$ cat config.mk
export PLATFORM = sky130hd
export DESIGN_NAME = hk_spi_responder
export DESIGN_NICKNAME = d
export VERILOG_FILES = /design/src/rtl/hk_spi_responder.sv
export SDC_FILE = /design/constraint.sdc
export NUM_CORES = 1
export LEC_CHECK = 0
export ABC_CLOCK_PERIOD_IN_PS = 1900
export CORE_MARGIN = 2
export CORE_UTILIZATION = 48
export CTS_CLUSTER_DIAMETER = 30
export DETAILED_ROUTE_END_ITERATION = 7
export PLACE_DENSITY = 0.8
export SKIP_LAST_GASP = 1
export SLEW_MARGIN = 0
export SYNTH_ARGS = -nofsm -noshare
export SYNTH_HDL_FRONTEND = slang
export SYNTH_SLANG_ARGS = --single-unit
$ cat constraint.sdc
create_clock -name wb_clk_i -period 1.9 [get_ports wb_clk_i]
set_clock_uncertainty 0.1 [all_clocks]
set_input_delay 0.475 -clock wb_clk_i [delete_from_list [all_inputs] [get_ports wb_clk_i]]
set_output_delay 0.475 -clock wb_clk_i [all_outputs]
set_load 0.03 [all_outputs]
$ cat src/rtl/hk_spi_responder.sv
// SPI mode-0 responder bridging a pad-level SPI port onto an 8-bit register bus.
// All pad inputs are oversampled on wb_clk_i; addresses auto-increment across streamed bytes.
module hk_spi_responder #(
   parameter int SYNC_STAGES = 2
) (
   input  logic       wb_clk_i,
   input  logic       wb_rst_i,
   input  logic       spi_sck,
   input  logic       spi_csb,
   input  logic       spi_sdi,
   output logic       spi_sdo,
   output logic       spi_sdo_oe,
   output logic [7:0] reg_addr,
   output logic [7:0] reg_wdata,
   output logic       reg_we,
   output logic       reg_re,
   input  logic [7:0] reg_rdata,
   output logic       busy
);

   typedef enum logic [1:0] {IDLE, CMD, ADDR, DATA} state_t;

   state_t state, state_nxt;

   logic [SYNC_STAGES-1:0] sck_sync, sel_sync, sdi_sync;
   logic                   sck_s, sel_s, sdi_s;
   logic                   sck_d, sel_d;
   logic [2:0]             warm_cnt;
   logic                   warm_done, armed;
   logic                   sck_rise, sck_fall, cs_fall;

   logic [2:0] bit_cnt;
   logic [6:0] rx_sh;
   logic [7:0] rx_byte;
   logic       byte_done;
   logic       cmd_ok;
   logic       mode_rd, mode_wr, ignore;
   logic       cmd_load, addr_load, data_done;
   logic       rd_cap;
   logic [7:0] tx_sh;
   logic       sdo_q;

   assign sck_s = sck_sync[SYNC_STAGES-1];
   assign sel_s = sel_sync[SYNC_STAGES-1];
   assign sdi_s = sdi_sync[SYNC_STAGES-1];

   assign sck_rise  = sck_s & ~sck_d;
   assign sck_fall  = ~sck_s & sck_d;
   assign warm_done = (warm_cnt == 3'(SYNC_STAGES));
   // A select that is already active when reset releases must not open a transaction.
   assign cs_fall   = sel_s & ~sel_d & armed;

   assign rx_byte   = {rx_sh, sdi_s};
   assign byte_done = sck_rise && (bit_cnt == 3'd7);
   assign cmd_ok    = (rx_byte == 8'h40) || (rx_byte == 8'h80) || (rx_byte == 8'hC0);

   assign busy       = sel_s;
   assign spi_sdo_oe = (state == DATA) && mode_rd;
   assign spi_sdo    = sdo_q & spi_sdo_oe;

   // Input synchronizers; chip select is carried inverted so reset clears it to "deselected"
   always_ff @(posedge wb_clk_i) begin
      if (wb_rst_i) begin
         sck_sync <= '0;
         sel_sync <= '0;
         sdi_sync <= '0;
         sck_d    <= 1'b0;
         sel_d    <= 1'b0;
         warm_cnt <= 3'd0;
         armed    <= 1'b0;
      end else begin
         sck_sync <= {sck_sync[SYNC_STAGES-2:0], spi_sck};
         sel_sync <= {sel_sync[SYNC_STAGES-2:0], ~spi_csb};
         sdi_sync <= {sdi_sync[SYNC_STAGES-2:0], spi_sdi};
         sck_d    <= sck_s;
         sel_d    <= sel_s;
         if (!warm_done)
            warm_cnt <= warm_cnt + 3'd1;
         if (warm_done && !sel_s)
            armed <= 1'b1;
      end
   end

   always_ff @(posedge wb_clk_i) begin
      if (wb_rst_i)
         state <= IDLE;
      else
         state <= state_nxt;
   end

   always_comb begin
      state_nxt = state;
      cmd_load  = 1'b0;
      addr_load = 1'b0;
      data_done = 1'b0;
      case (state)
         IDLE: if (cs_fall) state_nxt = CMD;
         CMD: begin
            if (byte_done && !ignore) begin
               cmd_load = 1'b1;
               if (cmd_ok)
                  state_nxt = ADDR;
            end
         end
         ADDR: begin
            if (byte_done) begin
               addr_load = 1'b1;
               state_nxt = DATA;
            end
         end
         DATA: if (byte_done) data_done = 1'b1;
         default: state_nxt = IDLE;
      endcase
      if (state != IDLE && !sel_s) begin
         state_nxt = IDLE;
         cmd_load  = 1'b0;
         addr_load = 1'b0;
         data_done = 1'b0;
      end
   end

   always_ff @(posedge wb_clk_i) begin
      if (wb_rst_i) begin
         bit_cnt   <= 3'd0;
         rx_sh     <= 7'd0;
         mode_rd   <= 1'b0;
         mode_wr   <= 1'b0;
         ignore    <= 1'b0;
         reg_addr  <= 8'd0;
         reg_wdata <= 8'd0;
         reg_we    <= 1'b0;
         reg_re    <= 1'b0;
         rd_cap    <= 1'b0;
         tx_sh     <= 8'd0;
         sdo_q     <= 1'b0;
      end else begin
         if (state_nxt == IDLE) begin
            bit_cnt <= 3'd0;
            mode_rd <= 1'b0;
            mode_wr <= 1'b0;
            ignore  <= 1'b0;
         end else begin
            if (sck_rise) begin
               bit_cnt <= bit_cnt + 3'd1;
               rx_sh   <= rx_byte[6:0];
            end
            if (cmd_load) begin
               mode_rd <= rx_byte[6] & cmd_ok;
               mode_wr <= rx_byte[7] & cmd_ok;
               ignore  <= ~cmd_ok;
            end
         end

         // Write commits first; the read fetch always follows at the advanced address.
         reg_we <= data_done & mode_wr;
         reg_re <= (addr_load & mode_rd) | (data_done & mode_rd & ~mode_wr) | (reg_we & mode_rd);
         rd_cap <= reg_re;

         if (data_done && mode_wr)
            reg_wdata <= rx_byte;

         if (addr_load)
            reg_addr <= rx_byte;
         else if ((data_done && !mode_wr) || reg_we)
            reg_addr <= reg_addr + 8'd1;

         if (rd_cap)
            tx_sh <= reg_rdata;
         else if (sck_fall && spi_sdo_oe)
            tx_sh <= {tx_sh[6:0], 1'b0};

         if (!spi_sdo_oe)
            sdo_q <= 1'b0;
         else if (sck_fall)
            sdo_q <= tx_sh[7];
      end
   end

endmodule

=== Word level (Yosys, flattened, before mapping) ===
Index checks and enable logic that the tools add are counted.

* Bits in registers: 55
* Output and inout bits: 21
* Word-level logic and storage cells: 93

* Add/sub/neg operators: 3
* Eq/ne operators: 8
* Mux-type cells: 18
* Bitwise gates (word level): 22
* Reduce and logical (&&, ||, !) cells: 22

{| class="wikitable"
|+ Operators by type and width
! kind !! count
|-
| $mux 8 || 4
|-
| $eq 8x8->1 const B || 2
|-
| $and 1x1->1 || 12
|-
| $mux 2 || 5
|-
| $add 8x1->8 const B || 1
|-
| $eq 8x7->1 const B || 1
|-
| $logic_and 1x1->1 || 8
|-
| $mux 1 || 8
|-
| $not 1->1 || 8
|-
| $add 3x1->3 const B || 2
|-
| $pmux 2 s3 || 1
|-
| $reduce_bool 2->1 || 3
|-
| $eq 2x2->1 const B || 2
|-
| $logic_not 2->1 || 2
|-
| $reduce_or 2->1 || 2
|-
| $eq 3x2->1 const B || 1
|-
| $eq 3x3->1 const B || 1
|-
| $logic_not 1->1 || 3
|-
| $logic_or 1x1->1 || 3
|-
| $eq 2x1->1 const B || 1
|-
| $or 1x1->1 || 2
|-
| $reduce_and 2->1 || 1
|}

=== Longest topological paths before layout ===
* Depth after elaboration: 10
* Mapped depth: 8
* Gate-level depth less buffers: 7

=== Worst setup path before layout ===
Ideal clock, no wire load.

* Path type: register to register
* Start: register bit_cnt[0]
* End: register rx_sh[2]
* Library setup time: 0.072 ns
* Arrival time: 1.850 ns
* Setup slack: -0.121 ns
* Stages on the path, launching flop included: 9
* Buffers on the path: 1
* Cell sequence: dfxtp_1 ha_1 ha_1 nand4b_2 or3_4 o21ai_4 a221o_1 buf_6 mux2i_1

* Longest elaborated chain between the ends: 9
* Elaborated cells between the ends (all ways): 10
* Classes of those cells: eq/ne (1); mux (4); bitwise (1); reduce/logical (4)

{| class="wikitable"
|+ Ends and longest elaborated chain
! what !! line !! source
|-
| start, declared || 32 || <nowiki>logic [2:0] bit_cnt;</nowiki>
|-
| start signal, assigned || 144 || <nowiki>bit_cnt <= bit_cnt + 3'd1;</nowiki>
|-
| $eq 3x3->1 * || 54 || <nowiki>assign byte_done = sck_rise && (bit_cnt == 3'd7);</nowiki>
|-
| $logic_and 1x1->1 * || 54 ||
|-
| $logic_and 1x1->1 || 99 || <nowiki>if (byte_done && !ignore) begin</nowiki>
|-
| $mux 2 || 99 ||
|-
| $pmux 2 s3 * || 96 || <nowiki>case (state)</nowiki>
|-
| $mux 2 * || 114 || <nowiki>if (state != IDLE && !sel_s) begin</nowiki>
|-
| $logic_not 2->1 * || 137 || <nowiki>if (state_nxt == IDLE) begin</nowiki>
|-
| $not 1->1 (no line) * || -- ||
|-
| $reduce_and 2->1 (no line) * || -- ||
|-
| end signal, assigned || 145 || <nowiki>rx_sh <= rx_byte[6:0];</nowiki>
|-
| end, declared || 33 || <nowiki>logic [6:0] rx_sh;</nowiki>
|}

Every way passes the cells marked *; elsewhere a longest branch is shown, timed or not.
A chain may end at the register's enable or synchronous reset.

=== Worst setup path after layout ===
* Start: register bit_cnt[1]
* End: register rx_sh[3]

The elaborated chain is that of the path after synthesis.

==> results list <==
* Synthesized instance count: 238
- Crit path capture type: flip-flop
* Remaining antenna violation count: 0
* Avg Vias per Cell: 5.29
- For this run, the register share of the synthesized area comes to 47.3%.
- The first global-routing pass estimated 8340 um of wire.
- Async set-reset flop share out of synthesis: 0%
* Total CTS buffers: 5
- The filler cells instantiated in the layout total 384.
* Ports: 34
- Routability-driven placement finished with a final weighted congestion of 0.801.
- In this run the static leakage power is 1.38 nW.
- Synthesis inferred 55 register bits.
* Root buffer selected by CTS: clkbuf_8
- Based on the critical path, the design can be clocked at up to 0.506 GHz.
- The tool flagged a number of max-cap violations equal to 0.
- Across the VDD grid, the largest voltage drop is 0.481 mV.
- Number of enable flip-flop cells after synthesis: 0
- By startpoint and endpoint, the worst setup path is classified as reg -> reg.
* Sum of internal, switching and leakage power: 2.07 mW
- Area enclosed by the die boundary: 5430 um2
- Required time at the endpoint of the critical path: 2.05 ns
- Summed over all layers, the routed wires come to 5140 um.
- Arrival time at the worst endpoint: 2.13 ns
* Final cycle utilization of the critical path: 104%
* Total of warnings raised by yosys: 0
- After clock tree synthesis, the clock-pin slew on the worst setup and hold paths is 0.10 ns.
- Number of design rule violations left after detail routing: 0
* Final total negative setup slack: -0.609 ns
- Startpoint of the worst register-to-register path: bit_cnt[1]
- In this run the vertical extent of the chip is 73.7 um.
- The number of nets handed over by synthesis was 256.
- The most common cell in the synthesized netlist is dfxtp_1.
- TritonCTS clock tree: built
* Synth cell count leaders: dfxtp_1 (55), nor2_1 (42), mux2i_1 (23)
- Number of buffers added on ports: 33
- Cell Rows: 25
* Classification of the worst-slack hold path: reg -> reg
- Initial core utilization: 49.7%
- Violated checks: negative setup slack
- Crit path launch type: flip-flop
- Number of iterations in the first detailed-routing pass: 4
* Final-report max-slew violation count: 0
* Clock latency at the later pin of the worst-skew pair: 0.32 ns
* Hold slack: 0.344 ns
- In the post-route analysis, the smallest setup slack over all paths is -0.0759 ns.
- The startpoint identified for the worst hold timing path is sck_sync[0].
- Pin count of the biggest net entering global routing: 22
- Each instance of the synthesized netlist takes up on average 9.79 um2.
- In this run the horizontal extent of the chip is 73.7 um.
- In the post-synthesis netlist, the biggest area contributors are dfxtp_1 (47%), mux2i_1 (9.9%), nor2_1 (6.8%).
* Layout-stage area growth over the synthesis result: 32.9%
- 0 antenna diodes ended up in the layout.
- Power spread over the standard cell area amounts to 668 nW/um2.
- Fin. Hold Viols: 0
- The clock net in this run drives a total of 55 sinks.
- In this run the cell area of the synthesized design comes to 2330 um2.
* Headroom to the max-slew limit: 70.5%
- The total overflow left after global routing is 0.
- In this run the biggest area consumer among cell types represents 47.3% of the synthesized area.
- For the pin with the worst max-slew slack, the measured transition is 0.443 ns.
- Deepest clock path buffer count: 2
- The H-tree was split into 2 levels.
* Number of violations reported at the end of detailed-routing iteration 0: 87
* Synth cell types: 43
- Via Count: 1,862
* Fraction of layout cells with a size suffix above 1: 25.2%
- The initial antenna violation count is 0.
* Hold buffer count at CTS: 0
- Vias in the first global route: 1,844
* Global-route usage over all layers: 20.1%
* Core footprint: 4690 um2
* Final Critical Period: 1.98 ns
* Unrepaired setup endpoints after global routing: yes
* Run status: complete, but fails checks
- For this run, the share of the core covered by cells in the final layout is 66.0%.
- In the synthesized netlist the dominant register cell turns out to be dfxtp_1.
* Final net count: 315
- In the final routed layout, each cell accounts on average for 14.6 um.
* Largest fanout on the critical path: 5
* Worst setup path startpoint: bit_cnt[1]
- The synthesized design spends more area on one cell type than any other, namely dfxtp_1.
- Post-DP HPWL: 3600 um
- Setup violators final: 13
-- cell families after synthesis --
group | after synthesis | share of synthesized area, %
buffers and inverters | 16 | 2.95
XOR/XNOR | 9 | 3.38
AO/OA/AOI/OAI | 25 | 8.86
multiplexers | 31 | 13.7
AND/OR/NAND/NOR | 97 | 21.1
flip-flops | 55 | 47.3
adder cells (fa/ha/maj) | 5 | 2.69
-- layer usage --
layer,vias to the layer above,part of all wire (%),track usage [%]
met5,-,0,0
met3,10,4.9,4.94
met4,0,1.8,6.87
li1,941,-,-
met2,39,50,35.9
met1,872,43,23.3
-- flip-flops by register name (all words and copies together) (netlist names), 3 cells and up --
register	count
tx_sh	8
warm_cnt	3
rx_sh	7
bit_cnt	3
reg_wdata	8
reg_addr	8
-- through the flow --
stage	area [um2]	std cells	setup WS (ns)
floorplan	2370	238	-0.0133
CTS	3040	350	-0.0673
detailed placement	2930	342	-0.152
global placement	2930	342	-0.0795
finish	3100	352	-0.0759
global route	3100	352	-0.137
-- cells in the final DEF, fill, tap and decap left out, types with 2 or more instances in the layout --
cell type,instances
a211oi_1,7
a21oi_1,3
a21oi_2,2
a22oi_1,2
and2_1,3
and3_1,5
buf_4,28
buf_6,2
clkbuf_8,5
clkdlybuf4s50_1,12
clkinv_4,2
dfxtp_1,48
dfxtp_2,7
dlygate4sd2_1,19
ha_1,3
ha_4,2
inv_1,6
mux2_2,8
mux2i_1,22
nand2_1,15
nand2b_1,3
nand4_1,4
nor2_1,40
nor2_2,2
nor2b_1,10
o211ai_1,2
xnor2_1,3
xor2_1,6
-- final timing paths --
check / to / depth (start not counted) / slack (ns)
setup / recovery: rx_sh[3] / 7 / -0.08
hold / removal: sck_sync[1] / 1 / 0.34
setup reg to reg: rx_sh[3] / 7 / -0.08
hold reg to reg: sck_sync[1] / 1 / 0.34
-- worst max-delay path, stage by stage (launching register included) --
cell and delay, ns:
dfxtp_2 0.36, ha_4 0.14, ha_4 0.15, nand4b_4 0.13, or3_4 0.37, o21ai_4 0.18, a221o_2 0.27, mux2i_1 0.19
-- layout make-up --
cell class / instances / area, um2 / share of cell area, %
Multi-Input combinational cell: 167 / 1260 / 40.8
Sequential cell: 55 / 1110 / 35.9
Timing Repair Buffer: 62 / 539 / 17.4
Clock buffer: 5 / 68.8 / 2.22
Tap cell: 54 / 67.6 / 2.18
Clock inverter: 3 / 25.0 / 0.808
Inverter: 6 / 22.5 / 0.728
-- where the power goes --
group	switching [mW]	internal, mW
logic	0.0943	0.0970
registers	0.0317	1.19
clock network	0.388	0.264
total	0.514	1.55
-- what timing repair did --
action                     4_1_cts  5_1_grt
pin swaps                        4        6
resized for setup               26       14
setup endpoints to repair       36       33
setup buffers                    0        2
(Power assumes the default switching activity.)
